## config.mk

```make
export PLATFORM = sky130hd
export DESIGN_NAME = exec_csr_unit
export DESIGN_NICKNAME = d
export VERILOG_FILES = /design/src/rtl/exec_csr_unit.sv
export SDC_FILE = /design/constraint.sdc
export NUM_CORES = 1
export LEC_CHECK = 0
export ABC_AREA = 1
export CORE_MARGIN = 2
export CORE_UTILIZATION = 40
export DETAILED_ROUTE_END_ITERATION = 10
export GPL_TIMING_DRIVEN = 0
export PLACE_DENSITY = 0.64
export SLEW_MARGIN = 30
export SYNTH_ARGS = -nofsm -noshare
export SYNTH_HDL_FRONTEND = slang
export SYNTH_SLANG_ARGS = --single-unit
```

## constraint.sdc

```tcl
create_clock -name clk -period 5.6 [get_ports clk]
set_input_delay 0.56 -clock clk [delete_from_list [all_inputs] [get_ports clk]]
set_output_delay 0.56 -clock clk [all_outputs]
set_load 0.005 [all_outputs]
```

## src/rtl/exec_csr_unit.sv

```systemverilog
// Execute-stage ALU, branch comparator and machine-mode CSR file for an RV32I core.
// Handles CSR read/modify/write, ECALL/EBREAK/MRET and trap redirection to mtvec.
module exec_csr_unit #(
    parameter logic [31:0] MTVEC_RESET = 32'h0000_8000,
    parameter logic [31:0] MISA_VALUE  = 32'h4000_0100
) (
    input  logic        clk,
    input  logic        rst,
    input  logic [2:0]  alu_op,
    input  logic [31:0] in1,
    input  logic [31:0] in2,
    input  logic [6:0]  funct7,
    input  logic [4:0]  shamt,
    input  logic        is_r_type,
    output logic [31:0] alu_out,
    input  logic [2:0]  funct3,
    input  logic [31:0] rs1_data,
    input  logic [31:0] rs2_data,
    output logic        is_branch_jump,
    input  logic        is_system,
    input  logic [11:0] funct12,
    input  logic [4:0]  rs_addr,
    input  logic [4:0]  rd_addr,
    input  logic        illegal_instruction,
    input  logic [31:0] pc,
    output logic [31:0] csr_out,
    output logic        write_back,
    output logic        is_illegal,
    output logic [31:0] next_csr_pc,
    output logic        enable_pc_update_from_csr
);

    localparam logic [11:0] CSR_MSTATUS  = 12'h300;
    localparam logic [11:0] CSR_MISA     = 12'h301;
    localparam logic [11:0] CSR_MIE      = 12'h304;
    localparam logic [11:0] CSR_MTVEC    = 12'h305;
    localparam logic [11:0] CSR_MSCRATCH = 12'h340;
    localparam logic [11:0] CSR_MEPC     = 12'h341;
    localparam logic [11:0] CSR_MCAUSE   = 12'h342;
    localparam logic [11:0] CSR_MTVAL    = 12'h343;
    localparam logic [11:0] CSR_MCYCLE   = 12'hB00;
    localparam logic [11:0] CSR_MHARTID  = 12'hF14;

    localparam logic [31:0] CAUSE_ILLEGAL = 32'd2;
    localparam logic [31:0] CAUSE_EBREAK  = 32'd3;
    localparam logic [31:0] CAUSE_ECALL   = 32'd11;

    // ---------------- ALU ----------------
    logic [4:0] shift_amt;

    // NOTE: every combinational output gets a default first so no path can infer a latch.
    always_comb begin
        alu_out   = 32'h0;
        shift_amt = is_r_type ? in2[4:0] : shamt;
        case (alu_op)
            3'b000:  alu_out = (is_r_type && funct7[5]) ? in1 - in2 : in1 + in2;
            3'b001:  alu_out = in1 << shift_amt;
            3'b010:  alu_out = {31'b0, $signed(in1) < $signed(in2)};
            3'b011:  alu_out = {31'b0, in1 < in2};
            3'b100:  alu_out = in1 ^ in2;
            3'b101:  alu_out = funct7[5] ? $unsigned($signed(in1) >>> shift_amt)
                                         : in1 >> shift_amt;
            3'b110:  alu_out = in1 | in2;
            default: alu_out = in1 & in2;
        endcase
    end

    // ---------------- Branch comparator ----------------
    always_comb begin
        is_branch_jump = 1'b0;
        case (funct3)
            3'b000:  is_branch_jump = (rs1_data == rs2_data);
            3'b001:  is_branch_jump = (rs1_data != rs2_data);
            3'b100:  is_branch_jump = ($signed(rs1_data) <  $signed(rs2_data));
            3'b101:  is_branch_jump = ($signed(rs1_data) >= $signed(rs2_data));
            3'b110:  is_branch_jump = (rs1_data <  rs2_data);
            3'b111:  is_branch_jump = (rs1_data >= rs2_data);
            default: is_branch_jump = 1'b0;
        endcase
    end

    // ---------------- CSR state ----------------
    logic        mstatus_mie;
    logic        mstatus_mpie;
    logic [31:0] mie_q;
    logic [31:2] mtvec_q;
    logic [31:0] mscratch_q;
    logic [31:2] mepc_q;
    logic [31:0] mcause_q;
    logic [31:0] mtval_q;
    logic [31:0] mcycle_q;

    logic [31:0] csr_rdata;
    logic        csr_known;
    logic        csr_ro;

    always_comb begin
        csr_rdata = 32'h0;
        csr_known = 1'b1;
        csr_ro    = 1'b0;
        case (funct12)
            CSR_MSTATUS:  csr_rdata = {19'b0, 2'b11, 3'b0, mstatus_mpie, 3'b0, mstatus_mie, 3'b0};
            CSR_MISA:     begin csr_rdata = MISA_VALUE; csr_ro = 1'b1; end
            CSR_MIE:      csr_rdata = mie_q;
            CSR_MTVEC:    csr_rdata = {mtvec_q, 2'b00};
            CSR_MSCRATCH: csr_rdata = mscratch_q;
            CSR_MEPC:     csr_rdata = {mepc_q, 2'b00};
            CSR_MCAUSE:   csr_rdata = mcause_q;
            CSR_MTVAL:    csr_rdata = mtval_q;
            CSR_MCYCLE:   csr_rdata = mcycle_q;
            CSR_MHARTID:  csr_ro = 1'b1;
            default:      csr_known = 1'b0;
        endcase
    end

    // ---------------- Decode ----------------
    logic        csr_op, csr_wr_attempt, csr_illegal, csr_legal, csr_we;
    logic        sys_zero, do_ecall, do_ebreak, do_mret, sys_bad, trap, mret_take;
    logic [31:0] csr_operand, csr_wdata, trap_cause;

    always_comb begin
        csr_op         = is_system && (funct3 != 3'b000);
        // Set/clear with a zero source is a pure read, so it is legal even on read-only CSRs.
        csr_wr_attempt = (funct3[1:0] == 2'b01) || (rs_addr != 5'd0);
        csr_illegal    = csr_op && ((funct3 == 3'b100) || !csr_known || (csr_ro && csr_wr_attempt));
        csr_legal      = csr_op && !csr_illegal && !illegal_instruction;
        csr_we         = csr_legal && csr_wr_attempt;
        csr_operand    = funct3[2] ? {27'b0, rs_addr} : rs1_data;

        csr_wdata = csr_rdata;
        case (funct3[1:0])
            2'b01:   csr_wdata = csr_operand;
            2'b10:   csr_wdata = csr_rdata | csr_operand;
            2'b11:   csr_wdata = csr_rdata & ~csr_operand;
            default: csr_wdata = csr_rdata;
        endcase

        sys_zero  = is_system && (funct3 == 3'b000);
        do_ecall  = sys_zero && (funct12 == 12'h000);
        do_ebreak = sys_zero && (funct12 == 12'h001);
        do_mret   = sys_zero && (funct12 == 12'h302);
        sys_bad   = sys_zero && !do_ecall && !do_ebreak && !do_mret;

        trap      = do_ecall || do_ebreak || sys_bad || csr_illegal || illegal_instruction;
        mret_take = do_mret && !trap;

        if (sys_bad || csr_illegal || illegal_instruction) trap_cause = CAUSE_ILLEGAL;
        else if (do_ecall)                                 trap_cause = CAUSE_ECALL;
        else                                               trap_cause = CAUSE_EBREAK;

        is_illegal  = csr_illegal;
        write_back  = csr_legal && (rd_addr != 5'd0);
        csr_out     = csr_op ? csr_rdata : 32'h0;

        enable_pc_update_from_csr = trap || mret_take;
        next_csr_pc = 32'h0;
        if (trap)           next_csr_pc = {mtvec_q, 2'b00};
        else if (mret_take) next_csr_pc = {mepc_q, 2'b00};
    end

    // ---------------- CSR update ----------------
    // NOTE: state registers use non-blocking assignments so every read in this block sees pre-edge values.
    always_ff @(posedge clk or negedge rst) begin
        if (!rst) begin
            mstatus_mie  <= 1'b0;
            mstatus_mpie <= 1'b0;
            mie_q        <= 32'h0;
            mtvec_q      <= MTVEC_RESET[31:2];
            mscratch_q   <= 32'h0;
            mepc_q       <= 30'h0;
            mcause_q     <= 32'h0;
            mtval_q      <= 32'h0;
            mcycle_q     <= 32'h0;
        end else begin
            mcycle_q <= mcycle_q + 32'd1;
            if (csr_we) begin
                case (funct12)
                    CSR_MSTATUS: begin
                        mstatus_mie  <= csr_wdata[3];
                        mstatus_mpie <= csr_wdata[7];
                    end
                    CSR_MIE:      mie_q      <= csr_wdata;
                    CSR_MTVEC:    mtvec_q    <= csr_wdata[31:2];
                    CSR_MSCRATCH: mscratch_q <= csr_wdata;
                    CSR_MEPC:     mepc_q     <= csr_wdata[31:2];
                    CSR_MCAUSE:   mcause_q   <= csr_wdata;
                    CSR_MTVAL:    mtval_q    <= csr_wdata;
                    CSR_MCYCLE:   mcycle_q   <= csr_wdata;
                    default: ;
                endcase
            end
            if (trap) begin
                mepc_q       <= pc[31:2];
                mcause_q     <= trap_cause;
                mtval_q      <= 32'h0;
                mstatus_mpie <= mstatus_mie;
                mstatus_mie  <= 1'b0;
            end else if (mret_take) begin
                mstatus_mie  <= mstatus_mpie;
                mstatus_mpie <= 1'b1;
            end
        end
    end

    logic unused_in;
    assign unused_in = &{1'b0, funct7[6], funct7[4:0]};

endmodule

```

Word level (Yosys, flattened, before mapping)
Index checks and enable logic that the tools add are counted.
- memories: 0
- logic and storage cells: 143
- output and inout port bits: 100
- bits in writable memories: 0
- bits in read-only memories: 0
- register bits: 222
- bits in latches: 0
- reduce and logical (&&, ||, !) cells: 54
- multiply operators: 0
- shift-type cells: 3
- divide/modulo/power cells: 0
- bitwise logic cells: 6
- mux-type cells: 34
- add/sub/neg operators: 3
- equal/unequal tests: 28
- $lt $le $gt $ge: 6
- operator list (cell ; number):
    $mux 32 ; 14
    $pmux 32 s9 ; 1
    $pmux 32 s7 ; 1
    $lt 32x32->1 ; 4
    $eq 12x10->1 const B ; 9
    $pmux 32 s3 ; 1
    $mux 30 ; 3
    $and 32x32->32 ; 2
    $ge 32x32->1 ; 2
    $or 32x32->32 ; 2
    $add 32x1->32 const B ; 1
    $add 32x32->32 ; 1
    $eq 32x32->1 ; 1
    $ne 32x32->1 ; 1
    $not 32->32 ; 1
    $shl 32x5->32 ; 1
    $shr 32x5->32 ; 1
    $sshr 32x5->32 ; 1
    $sub 32x32->32 ; 1
    $xor 32x32->32 ; 1
    $eq 12x12->1 const B ; 2
    $eq 3x3->1 const B ; 7
    $logic_and 1x1->1 ; 16
    $reduce_and 2->1 ; 7
    18 further kinds ; 53

Depth between registers and ports, before layout
- depth after elaboration: 14
- mapped depth: 19
- depth with buffers taken out: 19

Worst setup path before layout
Ideal clock, no wire load.
- path kind: input-to-output
- from: input in2[4]
- to: output alu_out[27]
- required time: 5040 ps
- arrival: 2195 ps
- path buffers: 1
- path slack: 2845 ps
- cell stages on the path: 15
- cell sequence: inv_1 ha_1 clkbuf_1 inv_1 a21oi_1 nor2_1 o21ai_0 nand3_1 nand2_1 nand3_1 nand2_1 nand2_1 nand2_1 nand3_1 a21oi_1
- word-level cells in the longest chain between the ends: 4
- elaborated cells between the ends (all ways): 9
- those cells by class: add/sub (2); shift (3); mux (4)
- RTL lines (what ; line ; text):
    start: declaration ; 11 ; input logic [31:0] in2,
    parallel branches: the longest is 3 deep, another holds $add 32x32->32 ; - ;
    $pmux 32 s7 * ; 55 ; case (alu_op)
    end: declaration ; 15 ; output logic [31:0] alu_out,
Mark *: on every way between the ends.

Worst setup path in the final report
- from: input funct12[9]
- to: output csr_out[25]
- word-level cells in the longest chain between the ends: 3
- elaborated cells between the ends (all ways): 11
- those cells by class: eq/ne (9); mux (2)
- RTL lines (what ; line ; text):
    start: declaration ; 21 ; input logic [11:0] funct12,
    $eq 12x12->1 or $eq 12x10->1 (tied branches) ; 101 ; case (funct12)
    $pmux 32 s9 * ; 101 ;
    $mux 32 * ; 153 ; csr_out = csr_op ? csr_rdata : 32'h0;
    end: declaration ; 26 ; output logic [31:0] csr_out,
Every way passes the cells marked *; elsewhere a longest branch is shown, timed or not.

==> impl_metrics.tcl <==
set metrics [dict create \
    grt-ovfl-total 0 \
    postLayoutCellArea_um2 29000 \
    async_flop_share 1.00 \
    crit_arrival_ns 4.93 \
    routabilityCongestion 1.11 \
    syn_avg_cell_area_um2 5.84 \
    reg2reg_depth 9 \
    start_util 0.403 \
    final_cell_mix "nand2_1, inv_1, nand3_1, nor2_1, clkdlybuf4s50_1" \
    io_buffers 293 \
    rsz0062_at_grt "false" \
    firstDrtPassIters 6 \
    antenna_found_initial 7 \
    cts_setup_buffers 0 \
    vias_per_cell 6.08 \
    ys_seq_elements 222 \
    reg2reg_slack_ns 2.95 \
    report.final.slew_viol_count 0 \
    startpoint "funct12[9]" \
    ir_worst_vdd_v 0.000177 \
    cp-start-kind "input port" \
    total_power_mw 5.26 \
    maxSlewHeadroom 0.256 \
    fillCellCount 6555 \
    r2r_end "mcycle_q[21]" \
    track_usage 0.442 \
    yosysUniqueCellTypes 58 \
    grt_pass1_vias 29300 \
    end_kind "output pin" \
    path_class "input port to output pin" \
    dp.cells 5221 \
    grt_pass1_wl_mm 202 \
    die_area_um2 62400 \
    post_dp_cell_area_um2 28200 \
    final_common_cell "nand2_1" \
    cp_max_fo 10 \
    postLayoutSetupSlackWorst_ns 0.109 \
    core_area_um2 60000 \
    fin_skew_ns 0.0193 \
    routed_wl_mm 143 \
    fmax_mhz 182 \
    die-height_um 250 \
    vias 32000 \
    powerDensity_nw_per_um2 181 \
    run_status "complete, no violations" \
    cts_htree_levels 1 \
    layout_min_cycle_time_ns 5.49 \
    die_w_um 250 \
    reg2reg_from "mcycle_q[3]" \
    synth-seq-area-share 0.230 \
    instances_no_fill 5268 \
    grt_max_degree 76 \
    cts_num_sinks 222 \
    wire_per_inst_um 27.2 \
    syn-instance-count 4142 \
    area_growth_pct 19.9 \
    root_buffer "clkbuf_16" \
    final.period_utilization 0.981 \
    final.setup.tns_ns 0 \
    leakage_nw 13.7 \
    final_util 0.483 \
    cts_inserted_buffers 23 \
    ctsResizeCount 0 \
    cts_hold_buffers 1 \
    cp_data_required_time_ns 5.04 \
    drc 0 \
    hold_class "input port to async pin" \
    io_pins 305 \
    drt_iter0_drc 4910 \
    synth_edf_count 0 \
    pre_cts_ws_ns 0.235 \
    cts_buffer_depth 3 \
    setup_viol 0 \
    drive_gt1_frac 0.0384 \
    netlist_area_um2 24200 \
    final_hold_viol_count 0 \
    tightest_slew_ns 1.11 \
    worstSkewPairLatency_ns 0.56 \
    layout.nets 4801 \
    cts.clk_slew.worst_paths_ns 0.07 \
    yosysWarnings 0 \
    synth_flop_cell "dfrtp_1" \
    cts_tree "yes" \
    detail-route-antenna-nets 0 \
    dp_hpwl_mm 116 \
    rows 90 \
    maxCapViolations 0 \
    fin_worst_hold_slack_ns 0.466 \
]
## routing by layer
layer	vias to the layer above	wire, µm	global-route usage
li1	14200	-	-
met1	15000	60100	0.629
met2	2448	56500	0.623
met3	375	20100	0.135
met4	4	6790	0.159
met5	-	25	0
## worst max-delay path by stage
stage,to,cells after the start
floorplan,alu_out[27],15
global placement,mcause_q[0],1
detailed placement,csr_out[31],11
CTS,csr_out[31],11
global route,csr_out[25],11
finish,csr_out[25],11
## power by group
group,total [mW],switching [mW],internal (mW)
Sequential,1.64,0.0162,1.63
Clock,1.66,0.747,0.918
Combinational,1.95,1.36,0.586
Total,5.26,2.13,3.13
## worst max-delay path, stage by stage
cell,delay (ns)
clkdlybuf4s50_1,0.48
nand2_1,0.16
inv_1,0.10
nand2_1,0.07
nor2_1,0.22
nand3b_1,0.59
inv_1,0.57
clkbuf_1,0.83
a21oi_1,0.16
a31oi_1,0.53
clkdlybuf4s50_1,0.63
## logic make-up after synthesis
group / Yosys count / share of synthesized area
simple gates: 2292 / 0.403
buf+inv: 746 / 0.121
compound gates: 723 / 0.168
flops: 222 / 0.230
fa+ha+maj: 131 / 0.0684
xor+xnor: 27 / 0.00978
other cells: 1 / 0.000155
## synthesized netlist by cell type, types with 17 or more instances
master,instances,area (µm²)
or2_2,17,106
o211ai_1,39,293
nor2_1,374,1400
nand3_1,484,2420
buf_2,52,260
nand3b_1,35,263
dfrtp_1,221,5530
clkbuf_1,124,465
nand2_1,1235,4640
a21oi_1,183,916
ha_1,129,1610
nor3_1,66,330
o21ai_0,241,1210
o21ai_1,90,450
xor2_1,26,228
nand4_1,45,282
buf_1,17,63.8
inv_1,525,1970
o22ai_1,94,588
## flip-flops by register name, indices dropped and copies added (netlist names)
name,cells
mepc_q,30
mcause_q,32
mscratch_q,32
mstatus_mpie,1
mcycle_q,32
mtval_q,32
mstatus_mie,1
mie_q,32
mtvec_q,30
## final cells by class
type | count | area, µm² | area share
well taps | 782 | 978 | 0.0338
multi-input cells | 3175 | 15700 | 0.542
clock inverters | 11 | 114 | 0.00393
flip-flops and latches | 222 | 5560 | 0.192
diodes | 4 | 10.0 | 0.000345
inverters | 543 | 2040 | 0.0704
plain buffers | 203 | 882 | 0.0304
clock buffers | 31 | 656 | 0.0226
repair buffers | 297 | 3030 | 0.105
(Power assumes the default switching activity.)
